**src/rtl/ysyx_ifu_pkg.sv**
```systemverilog
// Shared types for the NPC instruction fetch unit.
// IFU_MISALIGN_CHK_EN adds the FAULT state for misaligned next-PC values.
package ysyx_ifu_pkg;

  localparam logic [31:0] IFU_RESET_PC = 32'h8000_0000;

`ifdef IFU_MISALIGN_CHK_EN
  typedef enum logic [2:0] {
    ST_BOOT  = 3'd0,
    ST_REQ   = 3'd1,
    ST_WAIT  = 3'd2,
    ST_HOLD  = 3'd3,
    ST_EXEC  = 3'd4,
    ST_FAULT = 3'd5
  } ifu_state_e;
`else
  typedef enum logic [2:0] {
    ST_BOOT  = 3'd0,
    ST_REQ   = 3'd1,
    ST_WAIT  = 3'd2,
    ST_HOLD  = 3'd3,
    ST_EXEC  = 3'd4
  } ifu_state_e;
`endif

  // Instruction memory is word addressed; the low two bits never reach the bus.
  function automatic logic [31:0] word_addr(input logic [31:0] addr);
    return {addr[31:2], 2'b00};
  endfunction

endpackage

```
**src/rtl/ifu_fetch_ysyx_if.sv**
```systemverilog
// Bundle of the next-PC, AXI-lite read and decoder handshakes around the IFU.
// Handshakes: a transfer happens on a rising edge where valid && ready are both 1.
interface ifu_fetch_ysyx_if;
  import ysyx_ifu_pkg::*;

  logic [31:0] npc;
  logic        npc_valid;
  logic [31:0] pc;
  logic [31:0] araddr;
  logic        arvalid;
  logic        arready;
  logic [31:0] rdata;
  logic [1:0]  rresp;
  logic        rvalid;
  logic        rready;
  logic [31:0] inst;
  logic        inst_valid;
  logic        inst_ready;
  logic        ifu_fault;
  ifu_state_e  fsm_state;

  modport master (
    input  npc, npc_valid, arready, rdata, rresp, rvalid, inst_ready,
    output pc, araddr, arvalid, rready, inst, inst_valid, ifu_fault, fsm_state
  );

  modport slave (
    output npc, npc_valid, arready, rdata, rresp, rvalid, inst_ready,
    input  pc, araddr, arvalid, rready, inst, inst_valid, ifu_fault, fsm_state
  );

endinterface

```
**src/rtl/ifu_fetch_ysyx.sv**
```systemverilog
// NPC instruction fetch: owns the PC, issues one read per instruction, hands it to decode.
// IFU_MISALIGN_CHK_EN traps misaligned next-PC values into a sticky FAULT state.
module ifu_fetch_ysyx
  import ysyx_ifu_pkg::*;
#(
  parameter logic [31:0] RESET_PC = IFU_RESET_PC
) (
  input  logic              clk,
  input  logic              rst_n,
  ifu_fetch_ysyx_if.master  bus
);

  ifu_state_e  state, state_next;
  logic [31:0] pc_q, pc_d;
  logic [31:0] araddr_q, araddr_d;
  logic [31:0] inst_q, inst_d;
  logic        arvalid_q, arvalid_d;
  logic        rready_q, rready_d;
  logic        inst_valid_q, inst_valid_d;
  logic        fault_q, fault_d;

  always_ff @(posedge clk) begin
    if (!rst_n) begin
      state        <= ST_BOOT;
      pc_q         <= RESET_PC;
      araddr_q     <= RESET_PC;
      inst_q       <= 32'h0;
      arvalid_q    <= 1'b0;
      rready_q     <= 1'b0;
      inst_valid_q <= 1'b0;
      fault_q      <= 1'b0;
    end else begin
      state        <= state_next;
      pc_q         <= pc_d;
      araddr_q     <= araddr_d;
      inst_q       <= inst_d;
      arvalid_q    <= arvalid_d;
      rready_q     <= rready_d;
      inst_valid_q <= inst_valid_d;
      fault_q      <= fault_d;
    end
  end

  // Next values are computed here so every output leaves a flop.
  always_comb begin
    state_next   = state;
    pc_d         = pc_q;
    araddr_d     = araddr_q;
    inst_d       = inst_q;
    arvalid_d    = arvalid_q;
    rready_d     = rready_q;
    inst_valid_d = inst_valid_q;
    fault_d      = fault_q;
    case (state)
      ST_BOOT: begin
        state_next = ST_REQ;
        arvalid_d  = 1'b1;
        araddr_d   = word_addr(pc_q);
      end
      ST_REQ: begin
        // rvalid is not looked at here: data cannot precede the address handshake.
        if (bus.arready) begin
          state_next = ST_WAIT;
          arvalid_d  = 1'b0;
          rready_d   = 1'b1;
        end
      end
      ST_WAIT: begin
        if (bus.rvalid) begin
          state_next   = ST_HOLD;
          rready_d     = 1'b0;
          inst_d       = bus.rdata;
          inst_valid_d = 1'b1;
        end
      end
      ST_HOLD: begin
        if (bus.inst_ready) begin
          state_next   = ST_EXEC;
          inst_valid_d = 1'b0;
        end
      end
      ST_EXEC: begin
        if (bus.npc_valid) begin
          pc_d = bus.npc;
`ifdef IFU_MISALIGN_CHK_EN
          if (bus.npc[1:0] != 2'b00) begin
            state_next = ST_FAULT;
            fault_d    = 1'b1;
          end else
`endif
          begin
            state_next = ST_REQ;
            arvalid_d  = 1'b1;
            araddr_d   = word_addr(bus.npc);
          end
        end
      end
`ifdef IFU_MISALIGN_CHK_EN
      ST_FAULT: begin
        state_next = ST_FAULT;
      end
`endif
      default: begin
        state_next = ST_BOOT;
      end
    endcase
  end

  // The read response code carries no information the core acts on.
  logic unused_rresp;
  assign unused_rresp = ^bus.rresp;

  assign bus.pc         = pc_q;
  assign bus.araddr     = araddr_q;
  assign bus.arvalid    = arvalid_q;
  assign bus.rready     = rready_q;
  assign bus.inst       = inst_q;
  assign bus.inst_valid = inst_valid_q;
  assign bus.fsm_state  = state;
`ifdef IFU_MISALIGN_CHK_EN
  assign bus.ifu_fault  = fault_q;
`else
  assign bus.ifu_fault  = 1'b0;
  logic unused_fault;
  assign unused_fault = fault_q ^ fault_d;
`endif

endmodule
```
**src/flat_wrapper.sv**
```systemverilog
// flat-port wrapper written by rule: the top's interface ports become plain ports
module ifu_fetch_ysyx_flat import ysyx_ifu_pkg::*;
#(
  parameter logic [31:0] RESET_PC = IFU_RESET_PC
)
  (clk, rst_n, bus_npc, bus_npc_valid, bus_arready, bus_rdata, bus_rresp, bus_rvalid, bus_inst_ready, bus_pc, bus_araddr, bus_arvalid, bus_rready, bus_inst, bus_inst_valid, bus_ifu_fault, bus_fsm_state);
  ifu_fetch_ysyx_if bus_i ();
  input  logic clk;
  input  logic rst_n;
  input wire logic [$bits(bus_i.npc)-1:0] bus_npc;
  input wire logic [$bits(bus_i.npc_valid)-1:0] bus_npc_valid;
  input wire logic [$bits(bus_i.arready)-1:0] bus_arready;
  input wire logic [$bits(bus_i.rdata)-1:0] bus_rdata;
  input wire logic [$bits(bus_i.rresp)-1:0] bus_rresp;
  input wire logic [$bits(bus_i.rvalid)-1:0] bus_rvalid;
  input wire logic [$bits(bus_i.inst_ready)-1:0] bus_inst_ready;
  output wire logic [$bits(bus_i.pc)-1:0] bus_pc;
  output wire logic [$bits(bus_i.araddr)-1:0] bus_araddr;
  output wire logic [$bits(bus_i.arvalid)-1:0] bus_arvalid;
  output wire logic [$bits(bus_i.rready)-1:0] bus_rready;
  output wire logic [$bits(bus_i.inst)-1:0] bus_inst;
  output wire logic [$bits(bus_i.inst_valid)-1:0] bus_inst_valid;
  output wire logic [$bits(bus_i.ifu_fault)-1:0] bus_ifu_fault;
  output wire logic [$bits(bus_i.fsm_state)-1:0] bus_fsm_state;
  assign bus_i.npc = bus_npc;
  assign bus_i.npc_valid = bus_npc_valid;
  assign bus_i.arready = bus_arready;
  assign bus_i.rdata = bus_rdata;
  assign bus_i.rresp = bus_rresp;
  assign bus_i.rvalid = bus_rvalid;
  assign bus_i.inst_ready = bus_inst_ready;
  assign bus_pc = bus_i.pc;
  assign bus_araddr = bus_i.araddr;
  assign bus_arvalid = bus_i.arvalid;
  assign bus_rready = bus_i.rready;
  assign bus_inst = bus_i.inst;
  assign bus_inst_valid = bus_i.inst_valid;
  assign bus_ifu_fault = bus_i.ifu_fault;
  assign bus_fsm_state = bus_i.fsm_state;
  ifu_fetch_ysyx #(.RESET_PC(RESET_PC)) u_core (.clk(clk), .rst_n(rst_n), .bus(bus_i));
endmodule
```
**config.mk**
```make
export PLATFORM = sky130hd
export DESIGN_NAME = ifu_fetch_ysyx_flat
export DESIGN_NICKNAME = d
export VERILOG_FILES = /design/src/rtl/ysyx_ifu_pkg.sv /design/src/rtl/ifu_fetch_ysyx_if.sv /design/src/rtl/ifu_fetch_ysyx.sv /design/src/flat_wrapper.sv
export SDC_FILE = /design/constraint.sdc
export NUM_CORES = 1
export LEC_CHECK = 0
export ABC_AREA = 1
export CORE_ASPECT_RATIO = 1.75
export CORE_MARGIN = 4
export CORE_UTILIZATION = 28
export CTS_CLUSTER_SIZE = 24
export DETAILED_ROUTE_END_ITERATION = 8
export PLACE_DENSITY = 0.56
export SYNTH_ARGS = -nofsm -noshare
export SYNTH_HDL_FRONTEND = slang
export SYNTH_SLANG_ARGS = --single-unit
```
**constraint.sdc**
```tcl
create_clock -name clk -period 1.2 [get_ports clk]
set_input_delay 0.3 -clock clk [delete_from_list [all_inputs] [get_ports clk]]
set_output_delay 0.3 -clock clk [all_outputs]
set_load 0.01 [all_outputs]
```
# After elaboration in Yosys (flattened, before gate mapping)
# Index checks and enable logic that the tools add are counted.
[op_classes] reduce_logical=12 shift=0 order_cmp=0 n_mux=16 addsub=0 n_mul=0 bitwise_logic=0 eq_ne=8 div=0
[op_table] operator="$pmux W32 S2" count=1
[op_table] operator="$mux W32" count=1
[op_table] operator="$pmux W3 S5" count=1
[op_table] operator="$mux W3" count=4
[op_table] operator="$reduce_and A3 Y1" count=3
[op_table] operator="$ne A2 B2 Y1 const B" count=4
[op_table] operator="$eq A3 B2 Y1 const B" count=2
[op_table] operator="$mux W1" count=6
[op_table] operator="$reduce_and A2 Y1" count=3
[op_table] operator="$reduce_bool A2 Y1" count=3
[op_table] operator="$pmux W1 S2" count=2
[op_table] operator="$reduce_and A4 Y1" count=1
[op_table] operator="$eq A3 B1 Y1 const B" count=1
[op_table] operator="$eq A3 B3 Y1 const B" count=1
[op_table] operator="$logic_not A3 Y1" count=1
[op_table] operator="$pmux W1 S3" count=1
[op_table] operator="$reduce_bool A3 Y1" count=1
[totals] ram_bits=0 regBits=102 elab_cells=43 mem_bits_ro=0 latchBits=0 mem_count=0 output_inout_bits=103

# Logic depth before layout (Yosys ltp)
[depth] word_depth=3 depth_mapped=9

# Least setup slack after synthesis
# OpenSTA, ideal clock, no wires.
[synth_path] path_type="register to register" from="register u_core.state[2], in the netlist u_core.bus.fsm_state[2]" to="register u_core.araddr_q[27], in the netlist u_core.bus.araddr[27]" t_required_ns=1.087 n_path_buf=2 synth_period_minus_slack_ns=1.366 path_stages_with_launch=10 setup_slack_ns=-0.166 setup_time_ns=0.113 arrival_time_ns=1.253 cell_sequence="dfxtp_1 -> inv_2 -> o21ai_4 -> inv_2 -> buf_6 -> buf_6 -> nor2_2 -> nor2_1 -> o21ai_1 -> inv_1"
[synth_via] elab_chain_cells=3 elab_cells_between_ends=6
[synth_lines] item="from (decl)" line_no="ifu_fetch_ysyx.sv:13" rtl="ifu_state_e state, state_next;"
[synth_lines] item="from (signal assigned)" line_no="ifu_fetch_ysyx.sv:33" rtl="state <= state_next;"
[synth_lines] item="$eq A3 B3 Y1 / $logic_not A3 Y1 (equally long branches)" line_no="ifu_fetch_ysyx.sv:54" rtl="case (state)"
[synth_lines] item="$ne A2 B2 Y1 (no line) / $reduce_bool A2 Y1 (equally long branches)"
[synth_lines] item="$reduce_and A2 Y1 (no line)"
[synth_lines] item="to (signal assigned)" line_no="ifu_fetch_ysyx.sv:35" rtl="araddr_q <= araddr_d;"
[synth_lines] item="to (decl)" line_no="ifu_fetch_ysyx.sv:15" rtl="logic [31:0] araddr_q, araddr_d;"
# Parallel ways exist; a longest one is shown, timed or not.
# A chain may end at the register's enable or synchronous reset.

# Worst setup path in the final report
[layout_path] from="register u_core.state[1], in the netlist u_core.bus.fsm_state[1]" to="register u_core.inst_q[2], in the netlist u_core.bus.inst[2]"
[layout_via] elab_chain_cells=2
[layout_lines] item="$eq A3 B2 Y1" line_no="ifu_fetch_ysyx.sv:54"
[layout_lines] item="$reduce_and A2 Y1 (no line)"
[layout_lines] item="to (signal assigned)" line_no="ifu_fetch_ysyx.sv:36" rtl="inst_q <= inst_d;"
[layout_lines] item="to (decl)" line_no="ifu_fetch_ysyx.sv:16" rtl="logic [31:0] inst_q, inst_d;"
# No other way between the ends.

==> run metrics <==
sequential share of the synthesized area=50.0%; gr usage total=15.5%; gpl congestion=0.796; worst reg2reg path depth=8; Slew Viols, Final=0; worst r2r src=u_core.bus.fsm_state[1]$_SDFFE_PN0P_; Yosys Warn Count=0; synth-to-layout area growth=57.4%; Mapped Area=0.00400 mm^2; hpwl dp=9430 um; Synth cell types=24; Synth top area share=50.0%; Reg power frac=39.2%; Final period util=110%; Core Util, Final=45.1%; Lkg Pwr=3.07 nW; Clock Tree Root=clkbuf_16; most frequent cells in the layout=nor2_1 (105), buf_2 (98), clkdlybuf4s50_1 (67); Die Height=166 um; Net Sw Power=4.07 mW; Die ar.=0.0164 mm^2; final setup TNS=-6.73 ns; total power=11.4 mW; Placed Cells=890; clock edge transition at the registers on the reported setup and hold paths=0.08 ns; Cell Int Power=7.34 mW; total core area=0.0140 mm^2; Min-Delay Path Depth=3; CP endpoint kind=register; Rows=57; synthesized area per cell=7.31 um^2; Vias/cell=4.55; die width=98.4 um; Worst Setup Start Kind=register; critical path peak fanout=33; Max rail drop VDD=0.000866 V; GR Overflow Total=0; RSZ-0062 raised after global routing=true; Min-Delay Endpoint=u_core.bus.pc[31]$_SDFFE_PN1P_; Buffers on Ports=169; final hold vios=0; clock latency on the worst-skew pair=0.34 ns; clock power share=24.6%; f_max=0.755 GHz; first-pass GRT wire length=20800 um; min Tclk post-route=1.32 ns; Starting Density=28.6%; initial antenna violation count=0; top cells by area, synth=dfxtp_1 (50%), nor2_1 (12%), o21ai_0 (12%); type of the worst min-delay path=input port to register; CTS tree=built; initial DRC count=130; flop-to-flop setup slack=-0.12 ns; final worst slack=-0.124 ns; TritonCTS buffer count=9; vias in the first global route=4279; most common cell after layout, fill and taps aside=nor2_1; Final nets=809; CTS Buffer Depth=2; CTS H-tree depth=3; CP required=1.43 ns; Arr. time, crit path=1.56 ns; Worst Clk Skew=0.00646 ns; MaxCap Viol Count=0; final setup fails=97; wire per inst=14.6 um; power per cell area=1810 mW/mm^2; placed inst area=0.00609 mm^2; IO Pins=175; worst hold slack=0.427 ns; DR DRC count=0; largest net degree at the start of global routing=34; setup slack at placement=-0.421 ns; failing checks=negative setup slack; Gate power share=36.2%; routed wire length=13400 um; Mapped Cells=548; switching share of power=35.7%; Finished Layout Cells=919; CTS sink cnt=100; WS Path Type=register to register; status=finished with violations; Hold Startpoint=rst_n; remaining antenna violation count=0; layout cells sized above 1=36.9%; # diodes=0; design area=0.00630 mm^2; via count=4183; Yosys reg bits=100; terminus of the critical flop-to-flop path=u_core.bus.inst[2]$_SDFFE_PN0P_; Initial DRT Pass Iterations=4; area leader, netlist=dfxtp_1
==> what timing repair did <==
action                     4_1_cts  5_1_grt
hold buffers                     0        0
pin swaps                        3       13
setup endpoints to repair      197      107
resized for setup              496       53
cloned                           1        3
setup buffers                    9        3
==> logic make-up after synthesis <==
group / count (synthesis) / synth area share, %
and+or+nand+nor: 199 / 20.0
AOI/OAI and AO/OA: 148 / 19.3
DFF: 100 / 50.0
buffers and inverters: 100 / 10.7
other: 1 / 0.0937
==> sequential cells by signal (all words and copies together), names as in the netlist <==
name                   cells
u_core.bus.rready          1
u_core.bus.inst           32
u_core.bus.inst_valid      1
u_core.bus.arvalid         1
u_core.bus.pc             32
u_core.bus.araddr         30
u_core.bus.fsm_state       3
==> how the worst max path moves through the flow <==
stage / startpoint / endpoint / slack (ns) / cells past startpoint
6_report: u_core.bus.fsm_state[1]$_SDFFE_PN0P_ / u_core.bus.inst[2]$_SDFFE_PN0P_ / -0.12 / 8
4_1_cts: u_core.bus.fsm_state[1]$_SDFFE_PN0P_ / u_core.bus.inst[6]$_SDFFE_PN0P_ / -0.10 / 8
2_1_floorplan: u_core.bus.fsm_state[1]$_SDFFE_PN0P_ / u_core.bus.araddr[19]$_SDFFE_PN0P_ / -0.02 / 8
3_3_place_gp: bus_npc_valid / u_core.bus.pc[28]$_SDFFE_PN0P_ / -0.40 / 7
3_5_place_dp: bus_npc_valid / u_core.bus.pc[28]$_SDFFE_PN0P_ / -0.42 / 7
5_1_grt: u_core.bus.fsm_state[1]$_SDFFE_PN0P_ / u_core.bus.inst_valid$_SDFFE_PN0P_ / -0.18 / 7
==> routing by layer <==
layer	wire, um	track usage (%)	up-vias
met1	4900	15.5	1939
li1	-	-	2111
met2	7340	29.5	126
met5	0	0	-
met3	1010	5.59	7
met4	138	4.52	0
==> synthesized netlist by cell type (all sizes together) <==
cell type and instances:
and2 1, nand2 50, o21ai 113, clkbuf 18
nor2 136, a21oi 27, nand3 12, inv 63
o211ai 7, buf 18, dfxtp 100, a31oi 1
conb 1, clkinv 1
==> power groups by stage <==
stage	clock, mW	sequential, mW	combinational, mW
after floorplan	0	4.76	1.85
after global placement	0	4.50	4.29
after global routing	3.06	4.58	4.62
final	2.81	4.48	4.13
after detailed placement	0	4.52	4.36
after CTS	2.93	4.50	4.07
==> layout make-up <==
| class | instances | area [um^2] |
|---|---|---|
| Clock buffer | 9 | 225 |
| Clock inverter | 7 | 60.1 |
| Fill cell | 1452 | 7680 |
| Inverter | 64 | 265 |
| Multi-Input combinational cell | 350 | 1760 |
| Sequential cell | 100 | 2070 |
| Tap cell | 177 | 221 |
| Timing Repair Buffer | 212 | 1700 |
==> worst max-delay path: stages, from the launching register on <==
cell and delay [ns]:
dfxtp_4 0.40, inv_4 0.05, nor2_4 0.12, nand2_2 0.09
nor2_4 0.16, buf_6 0.15, inv_12 0.07, nor2_1 0.11
nor2_1 0.05
(Power assumes the default switching activity.)
